[src/rtl/iob_ext_mem_arbiter_pkg.sv]
// Shared types and helpers for the ext_mem round-robin arbiter.
// Pure declarations: no latency, no backpressure.
package iob_ext_mem_arbiter_pkg;

    typedef enum logic [1:0] {
        ST_IDLE = 2'd0,
        ST_REQ  = 2'd1,
        ST_RESP = 2'd2
    } arb_state_t;

    // Requester index width; a single requester still needs one bit.
    function automatic int idx_width(input int n);
        return (n > 1) ? $clog2(n) : 1;
    endfunction

endpackage

[src/rtl/iob_rr_arbiter.sv]
// Round-robin pick: first requester after i_last (wrapping), combinational.
// Zero latency; no backpressure, the caller decides when to sample o_grant.
module iob_rr_arbiter
    import iob_ext_mem_arbiter_pkg::*;
#(
    parameter int N_REQ = 2,
    parameter int IDX_W = 1
) (
    input  logic [N_REQ-1:0] i_req,
    input  logic [IDX_W-1:0] i_last,
    output logic [IDX_W-1:0] o_grant,
    output logic             o_any
);

    logic [IDX_W-1:0] w_idx;

    // Walk from farthest to nearest so the candidate right after i_last wins.
    always_comb begin
        o_grant = '0;
        o_any   = |i_req;
        w_idx   = '0;
        for (int i = N_REQ; i >= 1; i--) begin
            w_idx = IDX_W'((int'(i_last) + i) % N_REQ);
            if (i_req[w_idx]) begin
                o_grant = w_idx;
            end
        end
    end

endmodule

[src/rtl/iob_ext_mem_arbiter.sv]
// Round-robin share of one IOb port among N_REQ requesters; optional watchdog via IOB_EXT_MEM_ARB_TIMEOUT_EN.
// 1-cycle arbitration, grant held through request + read response; backpressure is s_ready_i passed to the granted m_ready_o.
module iob_ext_mem_arbiter
    import iob_ext_mem_arbiter_pkg::*;
#(
    parameter int N_REQ     = 2,
    parameter int ADDR_W    = 32,
    parameter int DATA_W    = 32,
    parameter int TIMEOUT_W = 16
) (
    input  logic                       clk_i,
    input  logic                       rst_i,
    input  logic                       cke_i,
    input  logic [N_REQ-1:0]           m_avalid_i,
    input  logic [N_REQ*ADDR_W-1:0]    m_addr_i,
    input  logic [N_REQ*DATA_W-1:0]    m_wdata_i,
    input  logic [N_REQ*DATA_W/8-1:0]  m_wstrb_i,
    output logic [N_REQ-1:0]           m_ready_o,
    output logic [N_REQ-1:0]           m_rvalid_o,
    output logic [N_REQ*DATA_W-1:0]    m_rdata_o,
    output logic                       s_avalid_o,
    output logic [ADDR_W-1:0]          s_addr_o,
    output logic [DATA_W-1:0]          s_wdata_o,
    output logic [DATA_W/8-1:0]        s_wstrb_o,
    input  logic                       s_ready_i,
    input  logic                       s_rvalid_i,
    input  logic [DATA_W-1:0]          s_rdata_i,
    output logic                       timeout_o
);

    localparam int GW     = idx_width(N_REQ);
    localparam int STRB_W = DATA_W / 8;

    arb_state_t          r_state;
    logic [GW-1:0]       r_grant;
    logic [GW-1:0]       r_last_grant;

    logic [GW-1:0]       w_arb_grant;
    logic                w_any_req;
    logic                w_sel_avalid;
    logic [ADDR_W-1:0]   w_sel_addr;
    logic [DATA_W-1:0]   w_sel_wdata;
    logic [STRB_W-1:0]   w_sel_wstrb;
    logic                w_sel_write;
    logic                w_handshake;
    logic                w_expire;

    iob_rr_arbiter #(
        .N_REQ (N_REQ),
        .IDX_W (GW)
    ) u_rr (
        .i_req   (m_avalid_i),
        .i_last  (r_last_grant),
        .o_grant (w_arb_grant),
        .o_any   (w_any_req)
    );

    assign w_sel_avalid = m_avalid_i[r_grant];
    assign w_sel_addr   = m_addr_i[r_grant*ADDR_W +: ADDR_W];
    assign w_sel_wdata  = m_wdata_i[r_grant*DATA_W +: DATA_W];
    assign w_sel_wstrb  = m_wstrb_i[r_grant*STRB_W +: STRB_W];
    assign w_sel_write  = |w_sel_wstrb;
    assign w_handshake  = (r_state == ST_REQ) && w_sel_avalid && s_ready_i;

`ifdef IOB_EXT_MEM_ARB_TIMEOUT_EN
    logic [TIMEOUT_W-1:0] r_cnt;

    // Held at zero outside RESP, so every response wait starts from zero.
    always_ff @(posedge clk_i) begin
        if (rst_i) begin
            r_cnt <= '0;
        end else if (cke_i) begin
            if (r_state != ST_RESP) begin
                r_cnt <= '0;
            end else begin
                r_cnt <= r_cnt + 1'b1;
            end
        end
    end

    assign w_expire = (r_state == ST_RESP) && (&r_cnt) && !s_rvalid_i;
`else
    logic [TIMEOUT_W-1:0] w_timeout_unused;

    assign w_timeout_unused = '0;
    assign w_expire         = 1'b0;
`endif

    always_ff @(posedge clk_i) begin
        if (rst_i) begin
            r_state      <= ST_IDLE;
            r_grant      <= '0;
            r_last_grant <= GW'(N_REQ - 1);
        end else if (cke_i) begin
            case (r_state)
                ST_IDLE: begin
                    if (w_any_req) begin
                        r_grant <= w_arb_grant;
                        r_state <= ST_REQ;
                    end
                end
                ST_REQ: begin
                    if (w_handshake) begin
                        r_last_grant <= r_grant;
                        r_state      <= w_sel_write ? ST_IDLE : ST_RESP;
                    end else if (!w_sel_avalid) begin
                        // Withdrawn request does not consume the requester's turn.
                        r_state <= ST_IDLE;
                    end
                end
                ST_RESP: begin
                    if (s_rvalid_i || w_expire) begin
                        r_state <= ST_IDLE;
                    end
                end
                default: r_state <= ST_IDLE;
            endcase
        end
    end

    always_comb begin
        s_avalid_o = 1'b0;
        s_addr_o   = '0;
        s_wdata_o  = '0;
        s_wstrb_o  = '0;
        m_ready_o  = '0;
        m_rvalid_o = '0;
        m_rdata_o  = '0;
        timeout_o  = 1'b0;
        case (r_state)
            ST_REQ: begin
                s_avalid_o         = w_sel_avalid;
                s_addr_o           = w_sel_addr;
                s_wdata_o          = w_sel_wdata;
                s_wstrb_o          = w_sel_wstrb;
                m_ready_o[r_grant] = s_ready_i;
            end
            ST_RESP: begin
                // Real data beats the watchdog when both land in the same cycle.
                if (s_rvalid_i) begin
                    m_rvalid_o[r_grant]                  = 1'b1;
                    m_rdata_o[r_grant*DATA_W +: DATA_W]  = s_rdata_i;
                end else if (w_expire) begin
                    m_rvalid_o[r_grant]                  = 1'b1;
                    m_rdata_o[r_grant*DATA_W +: DATA_W]  = '1;
                    timeout_o                            = 1'b1;
                end
            end
            default: ;
        endcase
    end

endmodule

[config.mk]
export PLATFORM = sky130hd
export DESIGN_NAME = iob_ext_mem_arbiter
export DESIGN_NICKNAME = d
export VERILOG_FILES = /design/src/rtl/iob_ext_mem_arbiter_pkg.sv /design/src/rtl/iob_rr_arbiter.sv /design/src/rtl/iob_ext_mem_arbiter.sv
export SDC_FILE = /design/constraint.sdc
export NUM_CORES = 1
export LEC_CHECK = 0
export BUFFER_PORTS_ARGS = -buffer_cell sky130_fd_sc_hd__buf_4
export CAP_MARGIN = 20
export CORE_AREA = 5 5 120 122
export CTS_CLUSTER_SIZE = 24
export DETAILED_ROUTE_END_ITERATION = 6
export DIE_AREA = 0 0 125 127
export GPL_TIMING_DRIVEN = 0
export PLACE_DENSITY = 0.49
export SLEW_MARGIN = 20
export SYNTH_ARGS = -nofsm -noshare
export SYNTH_HDL_FRONTEND = slang
export SYNTH_HIERARCHICAL = 1
export SYNTH_SLANG_ARGS = --single-unit
export TNS_END_PERCENT = 50
[constraint.sdc]
create_clock -name clk_i -period 3.3 [get_ports clk_i]
set_clock_uncertainty 0.2 [all_clocks]
set_input_delay 0.33 -clock clk_i [delete_from_list [all_inputs] [get_ports clk_i]]
set_output_delay 0.33 -clock clk_i [all_outputs]
set_load 0.005 [all_outputs]
# Yosys cells after proc, flatten, opt, wreduce, memory -nomap -nowiden

Cells that the tools add are included.

Bits in registers: 4
Bits in latches: 0
RAM bits: 0
Bits in read-only memories: 0
Input port bits: 175
Output and inout port bits: 138
Memories kept: 0

Add/subtract/negate cells: 3
Multiply operators: 0
Div/mod/pow operators: 0
Magnitude comparators: 4
Eq/ne operators: 5
Shift-type cells: 5
Mux-type cells: 25
Bitwise logic cells: 2
Reductions and logical operators: 9

Operators by type and width:

| kind                       | number |
|---|---|
| $mux W64                   | 2 |
| $shiftx A64 B7 Y32         | 2 |
| $and A64 B64 Y64           | 1 |
| $mux W32                   | 2 |
| $shift A32 B34 Y64 const A | 1 |
| $shiftx A32 B34 Y64        | 1 |
| $neg A6 Y34                | 1 |
| $mux W2                    | 8 |
| $mux W1                    | 10 |
| $shiftx A8 B4 Y4           | 1 |
| $lt A1 B2 Y1 const B       | 3 |
| $pmux W2 S3                | 1 |
| $reduce_and A3 Y1          | 2 |
| $mux W4                    | 1 |
| $reduce_and A4 Y1          | 1 |
| $reduce_or A4 Y1           | 1 |
| $logic_and A1 B1 Y1        | 3 |
| $ne A3 B3 Y1 const B       | 1 |
| $add A1 B1 Y1 const B      | 2 |
| $and A2 B2 Y2              | 1 |
| $eq A2 B1 Y1 const B       | 1 |
| $eq A2 B2 Y1 const B       | 1 |
| $logic_not A2 Y1           | 1 |
| $ne A2 B1 Y1 const B       | 1 |
| other kinds (4)            | 4 |

# Logic depth before layout (Yosys ltp)

Depth after elaboration: 6
Depth in mapped cells: 6
Mapped depth without buffers: 4

# Modules after synthesis

Netlist, hierarchy kept.

By module, submodules not included:

| module              | instances | cells an instance | area an instance (um^2) | seq. area each (um^2) |
|---|---|---|---|---|
| iob_ext_mem_arbiter | 1         | 260               | 1764.2                  | 80.1 |
| iob_rr_arbiter      | 1         | 2                 | 13.8                    | 0.0 |

# Least setup slack after synthesis

No wires, ideal clock.

Path type: reg2out
Start point: register r_grant
End point: output s_addr_o[0]
Arrival time: 1.075 ns
Data required time: 2.770 ns
Slack: 1.695 ns
Stages on the path, launching flop included: 6
Buffers on the path: 3
Cells stage by stage: dfxtp_1 > buf_2 > buf_2 > buf_4 > mux2i_1 > nor2_1

Cells in the longest elaborated chain, start to end: 2

Ends and longest elaborated chain:

| what                     | RTL line                   | text |
|---|---|---|
| start: declaration       | iob_ext_mem_arbiter.sv:35  | `logic [GW-1:0] r_grant;` |
| start signal: assignment | iob_ext_mem_arbiter.sv:98  | `r_grant <= w_arb_grant;` |
| $shiftx A64 B7 Y32       | iob_ext_mem_arbiter.sv:59  | `assign w_sel_addr = m_addr_i[r_grant*ADDR_W +: ADDR_W];` |
| $mux W32                 | iob_ext_mem_arbiter.sv:130 | `case (r_state)` |
| end: declaration         | iob_ext_mem_arbiter.sv:22  | `output logic [ADDR_W-1:0] s_addr_o,` |

Every way passes these cells.

# Worst setup path in the final report

Start point: register r_grant
End point: output s_addr_o[17]

Same word-level chain as after synthesis.

==> metrics.md <==
| Metric | Value |
|---|---|
| TNS Setup | 0 ns |
| Global placer's final weighted congestion | 0.864 |
| Flop pwr share | 0.079 |
| Worst Hold Endpoint | r_grant |
| Final hold violations | 0 |
| RSZ-0062 raised after global routing | no |
| Vias in the first global route | 3,296 |
| Setup WS post-layout | between 1 and 1.5 ns |
| DRT Pass-1 Iters | 4 |
| Met3 track demand over resource | 0.0392 |
| Antenna Violating Nets Remaining | 0 |
| Total gr overflow | 0 |
| Die Area | 15,900 sq um |
| TritonCTS clock tree | yes |
| Synth warnings | 6 |
| GR Util met2 | 0.266 |
| Remaining DRCs | 0 |
| Syn Inst Count | 262 |
| Register-to-register path setup slack | 1.74 ns |
| Initial antenna violation count | 0 |
| Die Y-Extent | 127 um |
| Met1 usage | 0.135 |
| Cell family with most CP delay | buffers and inverters |
| Overall Global Routing Usage | 0.132 |
| HP Start | rst_i |
| # IOs | 313 |
| Most common cell after layout, fill and taps aside | buf_4 |
| CP Launch Type | flop |
| Mapped Area | 1780 sq um |
| Critical Path Fanout Max | 10 |
| Die Wd | roughly 130 um |
| Maximum VDD drop | 0.0730 mV |
| Worst path required time | 2.77 ns |
| Worst path bufs/invs | 4 |
| Pre-CTS setup slack | 1.19 ns |
| Kind of critical path | reg2out |
| Syn_area_per_cell | 6.79 sq um |
| Crit path largest cell delay | between 0.2 and 0.3 ns |
| Critical Path Stages | 6 |
| P_sw | about 0.19 mW |
| Max clock buf depth | 2 |
| Reg2Reg Depth | 4 |
| Switch share | 0.291 |
| Via count | 2,970 |
| Critical Path AT | 1.75 ns |
| Finished Core Util | 0.337 |
| Pint | 0.457 mW |
| First-pass GRT wire length | about 17 mm |
| Clk pwr share | 0.292 |
| Leak | 2.28 nW |
| Layout cells sized above 1 | 0.583 |
| Yosys reg bits | 4 |
| Synth Net Count | 437 |
| Seq/Total Area, Yosys | 0.0450 |
| Status | complete, no violations |
| Critical Path Slowest Stage Cell | dfxtp_1 |
| Row count | 42 |
| Max_cap viols | 0 |
| Worst hold path type | in2reg |
| Worst-path clk slew | around 0.030 ns |
| Final setup vio count | 0 |
| CTS H-tree lvls | 1 |
| Crit Reg-Reg Endpoint | r_state[1] |
| Max-slew violation count | 0 |
| Final Net Count | 753 |
| First DRT Iteration DRCs | 23 |
| Peak Freq | 0.439 GHz |
| WL/cell | ~15 um |
| Port Buf Inserts | between 300 and 400 |
| Power Density | ~150 nW/um^2 |
| Root buffer cell | clkbuf_16 |
| Area grow syn2layout | 148% |
| Crit. End Element | primary output |
| Routed vias/inst | approximately 3.9 |
| Core area | 13,100 sq um |
| Hold_buf cts | 0 |
| Initial core utilization | 0.136 |
| Tmin final | 2.28 ns |
| Synth unique cells | 27 |
| Grt peak-use layer | met2 |
| Placed wire-length estimate | approximately 11 mm |
| Comb power frac | 0.629 |
| Postcts setup bufs | 0 |
| Reg2reg start | r_grant |
| CTS resizes | 0 |
| Worst-Skew Late Latency | between 0.2 and 0.25 ns |
| CP Cell Sequence | buf_2 -> buf_2 -> buf_4 -> mux2i_1 -> nor2_1 -> buf_4 |
| Final hold slack | 0.114 ns |
| WHS Path Cells | 2 |
| Pin count of the biggest net entering global routing | 11 |
| Period Utilization, post-route | 0.691 |
| CTS sink count | 4 |
| Inserted Clock Buffers | 3 |
| Total Wirelength | 11.6 mm |
| ANT cells | 0 |
| Most frequent cells in the layout | buf_4, nor2_1, mux2i_1 |
==> area by class of cell <==
type / count / area [sq um]
buffer: 25 / 139
clock buffer: 3 / 75.1
fill: 1415 / 8680
multi-input combinational: 233 / 1560
sequential: 4 / 80.1
tap: 176 / 220
timing repair buffer: 311 / 2330
==> registers in the layout (all words and copies together) (netlist names) <==
register      count
r_grant           1
r_state           2
r_last_grant      1
==> power groups by stage <==
stage / combinational, mW / clock [mW] / sequential, mW
global route: 0.445 / 0.197 / 0.0512
detailed placement: 0.413 / 0 / 0.0518
floorplan: 0.135 / 0 / 0.0517
finish: 0.406 / 0.188 / 0.0511
CTS: 0.415 / 0.193 / 0.0511
global placement: 0.409 / 0 / 0.0518
==> routing by layer <==
| metal | part of all wire | vias up |
|---|---|---|
| met4 | 0.011 | 0 |
| met1 | 0.35 | 1276 |
| met3 | 0.11 | 8 |
| li1 | - | 1488 |
| met5 | 0 | - |
| met2 | 0.54 | 198 |
==> synthesized netlist by cell type, drive strengths merged <==
cell    instances  share of area
buf            18          0.063
or4b            1         0.0077
a22oi           1         0.0042
o21ai           2         0.0056
nor2b           1         0.0035
nand2           3         0.0063
mux2i          71           0.40
and2           64           0.23
nand2b          1         0.0035
dfxtp           4          0.045
nor4            1         0.0035
conb            1         0.0021
a21boi          1         0.0042
nor4bb          1         0.0056
nor2           76           0.16
o21a            1         0.0042
nor3            2         0.0084
o41ai           1         0.0092
nand3b          1         0.0042
nor3b           1         0.0070
nand4b          1         0.0049
and3            1         0.0035
clkbuf          7          0.015
or2             1         0.0035
==> kinds of logic (layout without fill, tap and decap cells) <==
kind of cell | after synthesis | in the layout | synth area share
DFF | 4 | 4 | 0.0450
and+or+nand+nor | 155 | 155 | 0.448
muxes | 71 | 71 | 0.400
AOI/OAI and AO/OA | 6 | 6 | 0.0274
buffers and inverters | 25 | 339 | 0.0781
other | 1 | 1 | 0.00211
==> worst max-delay path by stage <==
stage,endpoint,slack [ns],start
2_1_floorplan,s_addr_o[0],1.70,r_grant
3_5_place_dp,s_addr_o[17],1.19,r_grant
5_1_grt,s_addr_o[20],0.84,r_grant
6_report,s_addr_o[17],1.02,r_grant
3_3_place_gp,s_addr_o[20],1.21,r_grant
4_1_cts,s_addr_o[17],0.94,r_grant
==> per-stage QoR <==
stage / power [mW] / instance area (sq um) / std cells
3_5_place_dp: 0.465 / 4330 / 749
5_1_grt: 0.693 / 4410 / 752
2_1_floorplan: 0.187 / 1780 / 262
3_3_place_gp: 0.461 / 4330 / 749
6_report: 0.645 / 4410 / 752
4_1_cts: 0.659 / 4410 / 752
No activity file was read; power rests on OpenSTA's default activity.
